`src/rtl/div_unit_if.sv`:
```
// Request/response bundle for div_unit: operands and start in, status and result out.
interface div_unit_if;
  logic        start;
  logic [31:0] a;
  logic [31:0] b;
  logic [1:0]  op;
  logic        busy;
  logic        done;
  logic [31:0] res;
  logic        zero;

  modport master (output start, a, b, op, input busy, done, res, zero);
  modport slave  (input start, a, b, op, output busy, done, res, zero);
endinterface

```
`src/rtl/div_unit.sv`:
```
// Iterative 32-bit restoring divider for RV32M DIV/DIVU/REM/REMU, one quotient bit per cycle.
// Optional macro DIV_UNIT_EARLY_OUT_EN skips iteration when b == 0 or |a| < |b|.
//
// state  | meaning
// IDLE   | waiting for start, result registers hold last value
// RUN    | 32 restoring-division iterations
// FIX    | apply sign correction, select quotient or remainder
// DONE   | done pulse, result valid
module div_unit (
  input  logic       clk,
  input  logic       rst,
  div_unit_if.slave  bus
);

  typedef enum logic [1:0] {S_IDLE, S_RUN, S_FIX, S_DONE} state_t;

  state_t      state_q;
  logic [4:0]  cnt_q;
  logic [31:0] quo_q, rem_q, div_q;
  logic        neg_quo_q, neg_rem_q, is_rem_q;
  logic        busy_q, done_q, zero_q;
  logic [31:0] res_q;

  logic        sgn, a_neg, b_neg;
  logic [31:0] a_mag, b_mag;
  logic [31:0] shifted;
  logic        ge;
  logic [31:0] quo_d, rem_d, res_d;

  always_comb begin
    sgn     = ~bus.op[0];
    a_neg   = sgn & bus.a[31];
    b_neg   = sgn & bus.b[31];
    a_mag   = a_neg ? (~bus.a + 32'd1) : bus.a;
    b_mag   = b_neg ? (~bus.b + 32'd1) : bus.b;
    // rem_q[31] set means the shifted partial remainder exceeds 32 bits, so it is >= divisor
    shifted = {rem_q[30:0], quo_q[31]};
    ge      = rem_q[31] | (shifted >= div_q);
    rem_d   = ge ? (shifted - div_q) : shifted;
    quo_d   = {quo_q[30:0], ge};
    if (is_rem_q)
      res_d = neg_rem_q ? (~rem_q + 32'd1) : rem_q;
    else
      res_d = neg_quo_q ? (~quo_q + 32'd1) : quo_q;
  end

  always_ff @(posedge clk) begin
    if (rst) begin
      state_q   <= S_IDLE;
      cnt_q     <= 5'd0;
      quo_q     <= 32'd0;
      rem_q     <= 32'd0;
      div_q     <= 32'd0;
      neg_quo_q <= 1'b0;
      neg_rem_q <= 1'b0;
      is_rem_q  <= 1'b0;
      busy_q    <= 1'b0;
      done_q    <= 1'b0;
      res_q     <= 32'd0;
      zero_q    <= 1'b1;
    end else begin
      done_q <= 1'b0;
      case (state_q)
        S_IDLE: begin
          if (bus.start) begin
            div_q     <= b_mag;
            neg_quo_q <= sgn & (bus.b != 32'd0) & (bus.a[31] != bus.b[31]);
            neg_rem_q <= a_neg;
            is_rem_q  <= bus.op[1];
            busy_q    <= 1'b1;
            cnt_q     <= 5'd31;
`ifdef DIV_UNIT_EARLY_OUT_EN
            if ((bus.b == 32'd0) || (a_mag < b_mag)) begin
              // Divide-by-zero quotient is all ones; otherwise the quotient is 0 and remainder |a|
              quo_q   <= (bus.b == 32'd0) ? 32'hFFFF_FFFF : 32'd0;
              rem_q   <= a_mag;
              state_q <= S_FIX;
            end else begin
              quo_q   <= a_mag;
              rem_q   <= 32'd0;
              state_q <= S_RUN;
            end
`else
            quo_q   <= a_mag;
            rem_q   <= 32'd0;
            state_q <= S_RUN;
`endif
          end
        end
        S_RUN: begin
          quo_q <= quo_d;
          rem_q <= rem_d;
          if (cnt_q == 5'd0)
            state_q <= S_FIX;
          else
            cnt_q <= cnt_q - 5'd1;
        end
        S_FIX: begin
          res_q   <= res_d;
          zero_q  <= (res_d == 32'd0);
          done_q  <= 1'b1;
          busy_q  <= 1'b0;
          state_q <= S_DONE;
        end
        S_DONE:  state_q <= S_IDLE;
        default: state_q <= S_IDLE;
      endcase
    end
  end

  assign bus.busy = busy_q;
  assign bus.done = done_q;
  assign bus.res  = res_q;
  assign bus.zero = zero_q;

endmodule
```
`src/flat_wrapper.sv`:
```
// flat-port wrapper written by rule: the top's interface ports become plain ports
module div_unit_flat 
  (clk, rst, bus_start, bus_a, bus_b, bus_op, bus_busy, bus_done, bus_res, bus_zero);
  div_unit_if bus_i ();
  input  logic clk;
  input  logic rst;
  input wire logic [$bits(bus_i.start)-1:0] bus_start;
  input wire logic [$bits(bus_i.a)-1:0] bus_a;
  input wire logic [$bits(bus_i.b)-1:0] bus_b;
  input wire logic [$bits(bus_i.op)-1:0] bus_op;
  output wire logic [$bits(bus_i.busy)-1:0] bus_busy;
  output wire logic [$bits(bus_i.done)-1:0] bus_done;
  output wire logic [$bits(bus_i.res)-1:0] bus_res;
  output wire logic [$bits(bus_i.zero)-1:0] bus_zero;
  assign bus_i.start = bus_start;
  assign bus_i.a = bus_a;
  assign bus_i.b = bus_b;
  assign bus_i.op = bus_op;
  assign bus_busy = bus_i.busy;
  assign bus_done = bus_i.done;
  assign bus_res = bus_i.res;
  assign bus_zero = bus_i.zero;
  div_unit u_core (.clk(clk), .rst(rst), .bus(bus_i));
endmodule
```
`config.mk`:
```
export PLATFORM = sky130hd
export DESIGN_NAME = div_unit_flat
export DESIGN_NICKNAME = d
export VERILOG_FILES = /design/src/rtl/div_unit_if.sv /design/src/rtl/div_unit.sv /design/src/flat_wrapper.sv
export SDC_FILE = /design/constraint.sdc
export NUM_CORES = 1
export LEC_CHECK = 0
export ABC_AREA = 1
export BUFFER_PORTS_ARGS = -buffer_cell sky130_fd_sc_hd__buf_2
export CORE_ASPECT_RATIO = 0.7
export CORE_MARGIN = 5
export CORE_UTILIZATION = 65
export DETAILED_ROUTE_END_ITERATION = 16
export PLACE_DENSITY = 0.86
export SLEW_MARGIN = 10
export SYNTH_ARGS = -nofsm -noshare
export SYNTH_HDL_FRONTEND = slang
export SYNTH_SLANG_ARGS = --single-unit
```
`constraint.sdc`:
```
create_clock -name clk -period 5.8 [get_ports clk]
set_clock_uncertainty 0.2 [all_clocks]
set_input_delay 0.29 -clock clk [delete_from_list [all_inputs] [get_ports clk]]
set_output_delay 0.29 -clock clk [all_outputs]
set_load 0.01 [all_outputs]
```
# --- After elaboration in Yosys (flattened, before gate mapping) ---
# Index checks and enable logic that the tools add are counted.
word_totals:
  regBits: 141
  input_bits: 69
  elab_cells: 66
op_classes:
  n_addsub: 6
  order_cmp: 1
  eq_ne: 7
  muxes: 19
  n_bitwise: 10
  n_reduce_logical: 11
op_table:
  columns: ["op", "n"]
  rows:
  - ["$mux 32", 8]
  - ["$add 32x1->32 const B", 4]
  - ["$not 32->32", 4]
  - ["$pmux 32 s2", 2]
  - ["$ge 32x32->1", 1]
  - ["$logic_not 32->1", 1]
  - ["$reduce_bool 32->1", 1]
  - ["$sub 32x32->32", 1]
  - ["$mux 5", 2]
  - ["$pmux 5 s2", 1]
  - ["$pmux 2 s4", 1]
  - ["$reduce_and 2->1", 4]
  - ["$logic_not 5->1", 1]
  - ["$sub 5x1->5 const B", 1]
  - ["$and 1x1->1", 4]
  - ["$eq 2x2->1 const B", 2]
  - ["$mux 2", 2]
  - ["$ne 2x2->1 const B", 2]
  - ["$reduce_bool 2->1", 2]
  - ["$reduce_and 3->1", 1]
  - ["$eq 2x1->1 const B", 1]
  - ["$logic_not 2->1", 1]
  - ["$mux 1", 2]
  - ["$ne 2x1->1 const B", 1]
  - ["4 further kinds", 4]

# --- Longest topological paths before layout ---
# Gate-level depths: netlist of the first run.
logic_depth:
  ltp_word: 5
  depth_mapped: 17
  depth_no_buf: 16

# --- Worst setup path after synthesis of the first run ---
# Ideal clock, no wire load.
synth_timing:
  path_kind: "register -> register"
  start: "register u_core.quo_q[31]"
  end: "register u_core.rem_q[26]"
  arrival_time_ns: 2.149
  required_time_ns: 5.530
  setup_slack_ns: 3.380
  path_stages_with_launch: 18
  period_less_slack_ns: 2.420
  cell_sequence: "dfxtp_1 -> inv_1 -> ha_1 -> fa_1 -> inv_1 -> nand3_1 -> nand2_2 -> nand2_2 -> nand2_2 -> nand3_2 -> nand2_2 -> o21ai_2 -> nand2_4 -> inv_4 -> buf_12 -> nand2_2 -> nand3_1 -> a21oi_2"
synth_via:
  elab_chain_len: 4
synth_rtl:
  columns: ["element", "line_no", "source"]
  rows:
  - ["from (decl)", "div_unit.sv:19", "logic [31:0] quo_q, rem_q, div_q;"]
  - ["from (signal assigned)", "div_unit.sv:84", "quo_q <= a_mag;"]
  - ["from (signal assigned)", "div_unit.sv:91", "quo_q <= quo_d;"]
  - ["$ge 32x32->1", "div_unit.sv:38", "ge = rem_q[31] | (shifted >= div_q);"]
  - ["$or 1x1->1", "div_unit.sv:38", null]
  - ["$mux 32 (*)", "div_unit.sv:39", "rem_d = ge ? (shifted - div_q) : shifted;"]
  - ["$pmux 32 s2 (*)", "div_unit.sv:63", "case (state_q)"]
  - ["to (signal assigned)", "div_unit.sv:92", "rem_q <= rem_d;"]
  - ["to (decl)", "div_unit.sv:19", null]
# Mark *: on every way between the ends. The rest lies on a longest branch, timed or not.
# A chain may end at the register's enable or synchronous reset.

# --- Final worst setup path of the first run ---
layout_timing:
  start: "register u_core.state_q[0]"
  end: "register u_core.cnt_q[4]"
layout_via:
  elab_chain_len: 3
layout_rtl:
  columns: ["element", "line_no", "source"]
  rows:
  - ["from (decl)", "div_unit.sv:17", "state_t state_q;"]
  - ["from (signal assigned)", "div_unit.sv:49", "state_q <= S_IDLE;"]
  - ["from (signal assigned)", "div_unit.sv:86", "state_q <= S_RUN;"]
  - ["from (signal assigned)", "div_unit.sv:94", "state_q <= S_FIX;"]
  - ["$eq 2x1->1 or $logic_not 2->1 (tied branches)", "div_unit.sv:63", null]
  - ["$ne 2x2->1 (no line) or $reduce_bool 2->1 (tied branches)", null, null]
  - ["$reduce_and 3->1 (no line)", null, null]
  - ["to (signal assigned)", "div_unit.sv:96", "cnt_q <= cnt_q - 5'd1;"]
  - ["to (decl)", "div_unit.sv:18", "logic [4:0] cnt_q;"]
# Several ways; a longest one is shown, not always the timed one.

==> qor.txt, run 1 <==
DRT iter0 DRCs -> 2171
PD cells -> 474 nW/um^2
number of vias per cell -> 6.03
Tot Pwr -> 6.29 mW
sequential share of the synthesized area -> 23.5%
Final #Nets -> 2208
average wire per standard cell -> 17.0 um
Buf/Inv on CP -> 5
final RePlAce weighted congestion -> 1.07
CTS clock-pin slew for the worst setup and hold paths -> 0.07 ns
Yosys reg bits -> 141
YS warnings -> 0
Detailed Route WL -> 39900 um
die area -> 21400 sq um
CP Capture Type -> flop
syn avg cell area -> 5.92 sq um
Post-CTS Setup Repair Bufs -> 0
max_cap viols -> 0
Slowest-stage cell, CP -> buf_4
final setup violation count -> 0
area grow syn2layout -> 10.2%
Clock Tree Buf Depth -> 2
drt pass-1 iters -> 6
Ports -> 104
number of flops mapped to enable cells by yosys -> 0
achievable frequency -> 0.250 GHz
Filler Cells Inserted -> 1618
most used cell, CP -> nand2_1
n_diodes -> 0
clk sinks -> 141
largest net degree at the start of global routing -> 74
Leak -> 6.76 nW
worst endpoint data arrival time -> 4.08 ns
FP Rows -> 41
Starting Density -> 66.4%
vias in the first global route -> 12400
Inserted Clock Buffers -> 17
first-pass GRT wire length -> 63300 um
ys flop type -> dfxtp_1
Final Hold Viols -> 0
RSZ-0062 raised after global routing -> false
Critical Path Max Stage Delay -> 0.54 ns
Setup CP Type -> reg2reg
root buffer cell -> clkbuf_16
crit path cell chain -> inv_1 -> ha_1 -> nand2_1 -> inv_2 -> a21oi_4 -> buf_4 -> inv_2 -> nand2_1 -> inv_1 -> nand2_1 -> or2_1 -> nor2_1 -> xor2_1 -> a21oi_1
Core Area -> 18100 sq um
Clock Latency Late Sink -> 0.44 ns
hpwl dp -> 30300 um
post-layout util -> 73.2%
overall via count from detail_route -> 14100
CP max FO -> 62
setup_tns -> 0 ns
Post-DRT Antenna Nets -> 0
Max rail drop VDD -> 0.344 mV
Async S/R FF share, synth -> 0%
outcome -> completed
Required @ worst endpoint -> 5.88 ns
Die Height -> 124 um
chip width -> 173 um
Tmin final -> 4.00 ns
CTS tree -> yes
layout cell share with drive strength beyond 1 -> 11.5%
GRT Resource Usage Total -> 36.3%
Cells after Synth -> 2031
Final period util -> 69.0%
Port Buf Inserts -> 103
delay-heaviest family, CP -> buffers and inverters
depth of the CTS H-tree -> 4
synthesized area -> 12000 sq um
pins over their slew limit -> 0
Hold WC Path Type -> in2reg
worst-margin pin slew -> 1.17 ns
grt total ovfl -> 0
antenna violations before repair -> 0
Post-Syn Nets -> 2142
Setup crit start kind -> flop
Worst slew margin -> 22.2%
DRC errors left -> 0
unique cell type count in the Yosys netlist -> 56
-- per-layer routing --
metal / part of all wire, % / GRT usage (%) / up-vias
met5: 0 / 0 / -
met4: 1.9 / 8.76 / 0
met3: 16 / 13.1 / 82
met2: 39 / 51.3 / 912
met1: 43 / 52.4 / 6341
li1: - / - / 6805
-- kinds of logic (layout without fill, tap and decap cells) --
family / Yosys count / count (layout) / synth area share [%]
fa+ha+maj: 42 / 42 / 4.43
simple gates: 1061 / 1061 / 39.0
xor+xnor: 50 / 50 / 3.64
buf+inv: 339 / 418 / 11.3
flops: 141 / 141 / 23.5
compound gates: 398 / 398 / 18.2
-- Yosys cell counts (7+ instances only) --
cell / number / share of area, %
nand2_1: 469 / 15
inv_1: 257 / 8.0
nand3_1: 237 / 9.9
nor2_1: 216 / 6.7
a21oi_1: 169 / 7.0
o21ai_0: 153 / 6.4
dfxtp_1: 141 / 23
clkbuf_1: 46 / 1.4
ha_1: 41 / 4.3
nor3_1: 28 / 1.2
nand2_2: 27 / 1.4
xor2_1: 27 / 2.0
nand4_1: 25 / 1.3
xnor2_1: 23 / 1.7
o211ai_1: 19 / 1.2
nor2_2: 15 / 0.78
buf_2: 14 / 0.58
a21oi_2: 13 / 0.95
nand3_2: 11 / 0.92
o21ai_1: 11 / 0.46
nand3b_1: 9 / 0.56
buf_1: 7 / 0.22
-- cell usage in the layout (no fill, tap or decap), types with 25 or more instances in the layout --
| master | netlist | routed |
|---|---|---|
| a21oi_1 | 169 | 169 |
| buf_2 | 14 | 103 |
| dfxtp_1 | 141 | 141 |
| ha_1 | 41 | 41 |
| inv_1 | 257 | 257 |
| nand2_1 | 469 | 469 |
| nand2_2 | 27 | 27 |
| nand3_1 | 237 | 237 |
| nand4_1 | 25 | 25 |
| nor2_1 | 216 | 214 |
| nor3_1 | 28 | 28 |
| o21ai_0 | 153 | 153 |
| xor2_1 | 27 | 27 |
-- worst min-delay path: stages --
cell and delay (ns):
buf_2 0.09, o21ai_0 0.09, a21oi_1 0.13
-- metrics by stage --
step	setup WS, ns	std cells	hold slack, ns	instance area, sq um
after detailed placement	1.88	2305	0.266	12600
after floorplan	3.38	2031	0.258	12000
after CTS	1.88	2346	0.00786	13300
final	1.80	2346	0.0124	13300
after global placement	2.08	2305	0.254	12600
after global routing	1.52	2346	0.0175	13300
-- state kept, by name, indices dropped and copies added, names as in the netlist --
name,flops
u_core.is_rem_q,1
u_core.neg_quo_q,1
u_core.bus.done,1
u_core.rem_q,32
u_core.bus.busy,1
u_core.quo_q,32
u_core.div_q,32
u_core.cnt_q,5
u_core.neg_rem_q,1
u_core.bus.zero,1
u_core.bus.res,32
u_core.state_q,2
-- repair_timing --
| item | CTS | global route |
|---|---|---|
| resized for setup | 0 | 0 |
| hold buffers | 9 | 0 |
| endpoints found under the hold margin | 8 | 0 |
-- layout make-up --
| class | instances | area [sq um] | area share [%] |
|---|---|---|---|
| flip-flops and latches | 141 | 2820 | 21.3 |
| clock inverters | 14 | 171 | 1.29 |
| multi-input cells | 1551 | 7860 | 59.3 |
| inverters | 264 | 993 | 7.49 |
| clock buffers | 18 | 439 | 3.31 |
| repair buffers | 122 | 681 | 5.13 |
| well taps | 236 | 295 | 2.23 |
-- power breakdown --
part / leakage, nW / internal (mW) / switching (mW)
clock network: 0.292 / 0.663 / 0.486
registers: 1.16 / 1.25 / 0.304
logic: 5.31 / 1.11 / 2.47
-- final timing paths --
path                       from                  to  slack (ns)  cells past startpoint
min                   bus_op[1]     u_core.is_rem_q        0.01                      3
max reg2reg   u_core.state_q[0]     u_core.cnt_q[4]        1.80                     14
min reg2reg  u_core.bus.res[26]  u_core.bus.res[26]        0.28                      2
max           u_core.state_q[0]     u_core.cnt_q[4]        1.80                     14
Note: power is estimated with default switching activity, not from simulation.
==> run 2, diff against run 1 <==
Settings changed: ABC_AREA 1 to 0, CORE_UTILIZATION 65 to 55, PLACE_DENSITY 0.86 to 0.78.
Clock period 5.8 ns to 3.39 ns, I/O delays scaled along.
==> run 2 against run 1 <==
Effect of this change:
- first-iteration DRC count is 49% lower
- global-route usage decreased by 10 points
- non-clock buffer count up 102
- combinational power increased by 14%
- critical path type unchanged
- largest cell class unchanged
- highest routed layer unchanged
==> qor.txt, run 2 <==
Port Buf Inserts -> 103
Inserted Clock Buffers -> 17
Hold WC Path Type -> in2reg
Starting Density -> 55.5%
Simple-Gate Fraction of Synth Area -> 20.5%
first-pass GRT wire length -> 48500 um
setup_tns -> 0 ns
outcome -> completed
Async S/R FF share, synth -> 0%
Slowest-stage cell, CP -> or4_1
YS warnings -> 0
syn avg cell area -> 7.57 sq um
most used cell, CP -> or4_1
Worst slew margin -> 36.3%
delay-heaviest family, CP -> simple AND/OR/NAND/NOR gates
achievable frequency -> 0.303 GHz
DRC errors left -> 0
final RePlAce weighted congestion -> 0.929
n_diodes -> 0
Setup crit start kind -> flop
number of vias per cell -> 6.02
Buf/Inv on CP -> 0
final setup violation count -> 0
Compound-Gate Fraction of Synth Area -> 25.2%
Yosys reg bits -> 141
layout cell share with drive strength beyond 1 -> 16.1%
Post-Synth XOR/XNOR Area -> 11.1%
mux cell area share after synthesis -> 4.85%
synthesized area -> 10400 sq um
Cells after Synth -> 1372
Tmin final -> 3.30 ns
largest cells by area after synthesis -> dfxtp_1 27%, xor2_1 6.7%, a21oi_1 5.9%
Synth top cells by count -> 150 x nand2_1, 144 x nor2_1, 141 x dfxtp_1
largest net degree at the start of global routing -> 76
Core Area -> 18700 sq um
Setup CP Type -> reg2reg
Max rail drop VDD -> 0.594 mV
most common cell in the netlist -> nand2_1
GRT Resource Usage Total -> 26.3%
top sig layer -> met4
grt total ovfl -> 0
most frequent cells in the layout -> 150 x nand2_1, 143 x nor2_1, 140 x dfxtp_1, 121 x a21oi_1, 102 x buf_2
post-route setup slack -> 0.0877 ns
drt pass-1 iters -> 6
CTS tree -> yes
root buffer cell -> clkbuf_16
CTS clock-pin slew for the worst setup and hold paths -> 0.06 ns
number of flops mapped to enable cells by yosys -> 0
overall via count from detail_route -> 10700
DRT iter0 DRCs -> 1113
CP Capture Type -> flop
CP max FO -> 7
Routed met2 length -> 13300 um
largest family of logic cells by synthesized area -> compound AO/OA/AOI/OAI gates
Clock Tree Buf Depth -> 2
Hold WS -> 0.00568 ns
chip width -> 174 um
PD cells -> 662 nW/um^2
Tot Pwr -> 8.29 mW
pins over their slew limit -> 0
clk sinks -> 141
crit path cell chain -> or4_1 -> or2_4 -> or4_1 -> nand2_1 -> xor2_1 -> mux2i_1 -> a2111o_1 -> nor4_2 -> a221o_1
Die Height -> 125 um
final std cells w/o fill -> 1779
commonest non-fill, non-tap cell in the layout -> nand2_1
ys flop type -> dfxtp_1
Detailed Route WL -> 29700 um
Filler Cells Inserted -> 1606
cell taking the most area after synthesis -> dfxtp_1
Ports -> 104
Clock Latency Late Sink -> 0.43 ns
pre-CTS setup slack -> -0.0182 ns
Final #Nets -> 1636
Leak -> 5.30 nW
Critical Path Max Stage Delay -> 0.61 ns
Multi-input gate area -> 7030 sq um
FP Rows -> 42
worst endpoint data arrival time -> 3.47 ns
total placed cells including tap cells -> 1699
depth of the CTS H-tree -> 4
vias in the first global route -> 9883
storage element area -> 2820 sq um
worst-margin pin slew -> 0.954 ns
Post-Syn Nets -> 1483
Final Hold Viols -> 0
max_cap viols -> 0
met3 WL post-DR -> 2150 um
hpwl dp -> 21100 um
die area -> 21800 sq um
Synth top area share -> 27.2%
antenna violations before repair -> 0
Required @ worst endpoint -> 3.56 ns
post-synthesis adder-cell area fraction -> 5.13%
Post-DRT Antenna Nets -> 0
Final period util -> 97.4%
average wire per standard cell -> 16.7 um
sequential share of the synthesized area -> 27.2%
met1 WL -> 13800 um
unique cell type count in the Yosys netlist -> 73
area grow syn2layout -> 20.6%
-- run 2: cell count changes in the layout (fill, tap and decap cells not counted), sizes merged, moves of 48 or more --
cell   change
nand2    -347
nand3    -234
buf       +65
nor2      -91
inv      -220
o21ai     -75
a21oi     -60
mux2i     +48
xor2      +53
-- run 2: area by class of cell --
type	instances	share of cell area, %
multi-input cells	1087	56.2
flip-flops and latches	141	22.6
clock buffers	25	4.04
well taps	242	2.42
repair buffers	224	12.5
clock inverters	6	0.660
inverters	54	1.62
-- run 2: worst min-delay path, stage by stage --
cell	delay, ns
buf_2	0.09
xor2_1	0.14
a211o_1	0.13
a21oi_1	0.05
-- run 2: worst paths after layout --
| kind | start | endpoint | slack (ns) | cells after the start |
|---|---|---|---|---|
| worst min-delay path | bus_a[29] | u_core.quo_q[29] | 0.006 | 4 |
| worst max register to register | u_core.rem_q[1] | u_core.bus.zero | 0.09 | 9 |
| worst max-delay path | u_core.rem_q[1] | u_core.bus.zero | 0.09 | 9 |
| worst min register to register | u_core.bus.res[19] | u_core.bus.res[19] | 0.29 | 2 |
-- run 2: cell families (layout without fill, tap and decap cells) --
family / count (synthesis) / in the layout
AOI/OAI and AO/OA: 407 / 407
buffers and inverters: 144 / 309
DFF: 141 / 141
xor gates and xnor gates: 131 / 131
and+or+nand+nor: 457 / 457
adders and majority gates: 42 / 42
muxes: 50 / 50
-- run 2: repair_timing --
| item | 4_1_cts | 5_1_grt |
|---|---|---|
| endpoints found under the hold margin | 41 | 0 |
| gates cloned | 0 | 1 |
| hold buffers | 45 | 0 |
| resized for setup | 1 | 15 |
| pin swaps | 0 | 2 |
| buffers inserted | 0 | 3 |
| endpoints found under the setup margin | 1 | 36 |
-- run 2: power breakdown --
group | internal (mW) | total [mW] | switching (mW)
registers | 1.99 | 2.30 | 0.310
clock network | 1.17 | 1.90 | 0.726
logic | 1.66 | 4.09 | 2.43
total | 4.82 | 8.29 | 3.47
-- run 2: per-stage QoR --
stage / utilization (%) / cell area (sq um)
detailed placement: 60.7 / 11400
global route: 66.9 / 12500
finish: 66.9 / 12500
CTS: 66.2 / 12400
global placement: 60.7 / 11400
floorplan: - / 10400
-- run 2: metal layers --
layer | track usage (%) | vias to the layer above
met5 | 0 | -
met4 | 6.89 | 0
met3 | 5.22 | 50
met2 | 41.2 | 386
met1 | 37.2 | 5040
li1 | - | 5227
==> run 3, diff against run 2 <==
Settings changed: CORE_UTILIZATION 55 to 61, PLACE_DENSITY 0.78 to 0.82.
Clock period 3.39 ns to 3.2 ns, I/O delays scaled along.
==> run 3 against run 2 <==
Effect of this change:
- the run now ends with negative hold slack, negative setup slack left
- sequential cell count unchanged
- combinational power increased by 18%
- setup slack got worse by 0.21 ns
- hold slack lost 0.013 ns
- global-route usage is 4.7 points higher
- die area down 9.2%
- core utilization grew 12 points
- count of clock-buffer cells in the layout decreased by 5
- final cell count grew 1.6%
- critical endpoint unchanged
- highest routed layer unchanged
==> qor.txt, run 3 (same netlist as run 2, synthesis figures left out) <==
outcome -> complete, but fails checks
failing checks -> negative hold slack, negative setup slack
Detailed Route WL -> 32300 um
average wire per standard cell -> 17.9 um
max_cap viols -> 0
commonest non-fill, non-tap cell in the layout -> nand2_1
Design Area, Final -> 13000 sq um
achievable frequency -> 0.301 GHz
Tmin final -> 3.32 ns
start point of the worst min-delay path -> bus_a[30]
Post-DRT Antenna Nets -> 0
GRT Resource Usage Total -> 31.0%
PD cells -> 720 nW/um^2
Hold WC Path Type -> in2reg
layout cell share with drive strength beyond 1 -> 20.0%
CP max FO -> 7
die area -> 19800 sq um
final setup violation count -> 2
largest net degree at the start of global routing -> 66
DRC errors left -> 0
post-route setup slack -> -0.123 ns
Setup crit start kind -> flop
launch point of the critical path -> u_core.rem_q[0]
worst-margin pin slew -> 1.07 ns
final RePlAce weighted congestion -> 0.942
M1 GR Usage -> 42.2%
hpwl dp -> 21500 um
Port Buf Inserts -> 103
antenna violations before repair -> 1
Setup CP Type -> reg2reg
R2R Path Start -> u_core.rem_q[0]
met3 Track Usage GR -> 5.73%
depth of the CTS H-tree -> 4
Area after DPL -> 11600 sq um
most frequent cells in the layout -> 150 x nand2_1, 142 x nor2_1, 138 x dfxtp_1, 119 x a21oi_1, 117 x buf_4
Die Height -> 119 um
pins over their slew limit -> 0
Required @ worst endpoint -> 3.38 ns
RSZ-0062 raised after global routing -> true
number of vias per cell -> 6.27
Clock Latency Late Sink -> 0.44 ns
clk sinks -> 141
CTS clock-pin slew for the worst setup and hold paths -> 0.07 ns
Hold WS -> -0.00779 ns
Max rail drop VDD -> 0.714 mV
Ports -> 104
R2R depth -> 10
drt pass-1 iters -> 6
FP Rows -> 39
grt total ovfl -> 0
CP Capture Type -> flop
chip width -> 166 um
Leak -> 5.55 nW
setup_tns -> -0.128 ns
Filler Cells Inserted -> 1138
Final period util -> 104%
DRT iter0 DRCs -> 1294
Final #Nets -> 1680
root buffer cell -> clkbuf_16
Final Hold Viols -> 2
overall via count from detail_route -> 11300
GR Layer Usage met2 -> 49.8%
Core Area -> 16500 sq um
vias in the first global route -> 10700
Worst R2R Setup Slack -> -0.12 ns
area grow syn2layout -> 25.1%
first-pass GRT wire length -> 51900 um
worst flop-to-flop path endpoint -> u_core.bus.zero
Starting Density -> 62.9%
Inserted Clock Buffers -> 17
Hold EP -> u_core.quo_q[30]
GRT busiest layer -> met2
Clock Tree Buf Depth -> 2
worst hold path stage count -> 5
Worst slew margin -> 28.6%
CTS tree -> yes
worst endpoint data arrival time -> 3.50 ns
==> run 3: cell types whose count changed in the layout (fill, tap and decap cells not counted), moves of 3 or more <==
cell and change:
or2_4 +3, clkinv_4 +3, buf_4 +42, inv_6 +3, clkbuf_8 -3, or4_4 +3, or4_1 -3
==> run 3: per-stage QoR <==
stage | power [mW] | worst slack (ns) | hold WS, ns | std cells | util, %
3_3_place_gp | 6.63 | -0.0284 | 0.254 | 1722 | 70.6
4_1_cts | 9.00 | -0.0253 | 0.00183 | 1801 | 77.6
5_1_grt | 9.85 | -0.215 | 0.0267 | 1808 | 78.7
6_report | 9.34 | -0.123 | -0.00779 | 1808 | 78.7
3_5_place_dp | 6.77 | -0.141 | 0.258 | 1722 | 70.6
2_1_floorplan | 5.47 | -0.0263 | 0.0960 | 1372 | -
==> run 3: routing by layer <==
| metal | share of wire (%) | wire length, um |
|---|---|---|
| met1 | 42 | 13700 |
| met2 | 45 | 14700 |
| met3 | 8.5 | 2740 |
| met4 | 3.7 | 1180 |
| met5 | 0 | 0 |
==> run 3: worst max-delay path, cell delays in order, from the launching register on <==
cell and delay [ns]:
dfxtp_1 0.34, inv_1 0.08, ha_1 0.17, or3b_2 0.48, or2_4 0.32, or2_1 0.28
o41ai_2 0.27, xnor2_1 0.17, a2111o_1 0.46, nor4_2 0.33, a221o_1 0.19
==> run 3: where the power goes <==
group | internal, mW | switching, mW
Clock | 1.28 | 0.832
Sequential | 2.11 | 0.317
Combinational | 2.01 | 2.80
Total | 5.39 | 3.95
==> run 3: area by class of cell <==
cell class | instances | area [sq um] | area share (%)
Multi-Input combinational cell | 1087 | 7130 | 54.9
Sequential cell | 141 | 2830 | 21.8
Timing Repair Buffer | 268 | 1920 | 14.8
Clock buffer | 20 | 457 | 3.52
Tap cell | 225 | 282 | 2.17
Inverter | 54 | 203 | 1.56
Clock inverter | 12 | 160 | 1.23
Antenna cell | 1 | 2.50 | 0.0193
==> run 3: worst max path at each step <==
stage | cells past startpoint | end | slack [ns]
3_3_place_gp | 9 | u_core.bus.zero | -0.03
4_1_cts | 9 | u_core.bus.zero | -0.03
6_report | 10 | u_core.bus.zero | -0.12
3_5_place_dp | 9 | u_core.bus.zero | -0.14
2_1_floorplan | 11 | u_core.bus.zero | -0.03
5_1_grt | 9 | u_core.bus.zero | -0.22
==> run 3: what timing repair did <==
action	CTS	global route
endpoints found under the hold margin	46	0
gates resized for setup	10	37
pin swaps	3	20
endpoints found under the setup margin	13	30
hold buffers	44	0
buffers inserted	2	6
cloned	1	0
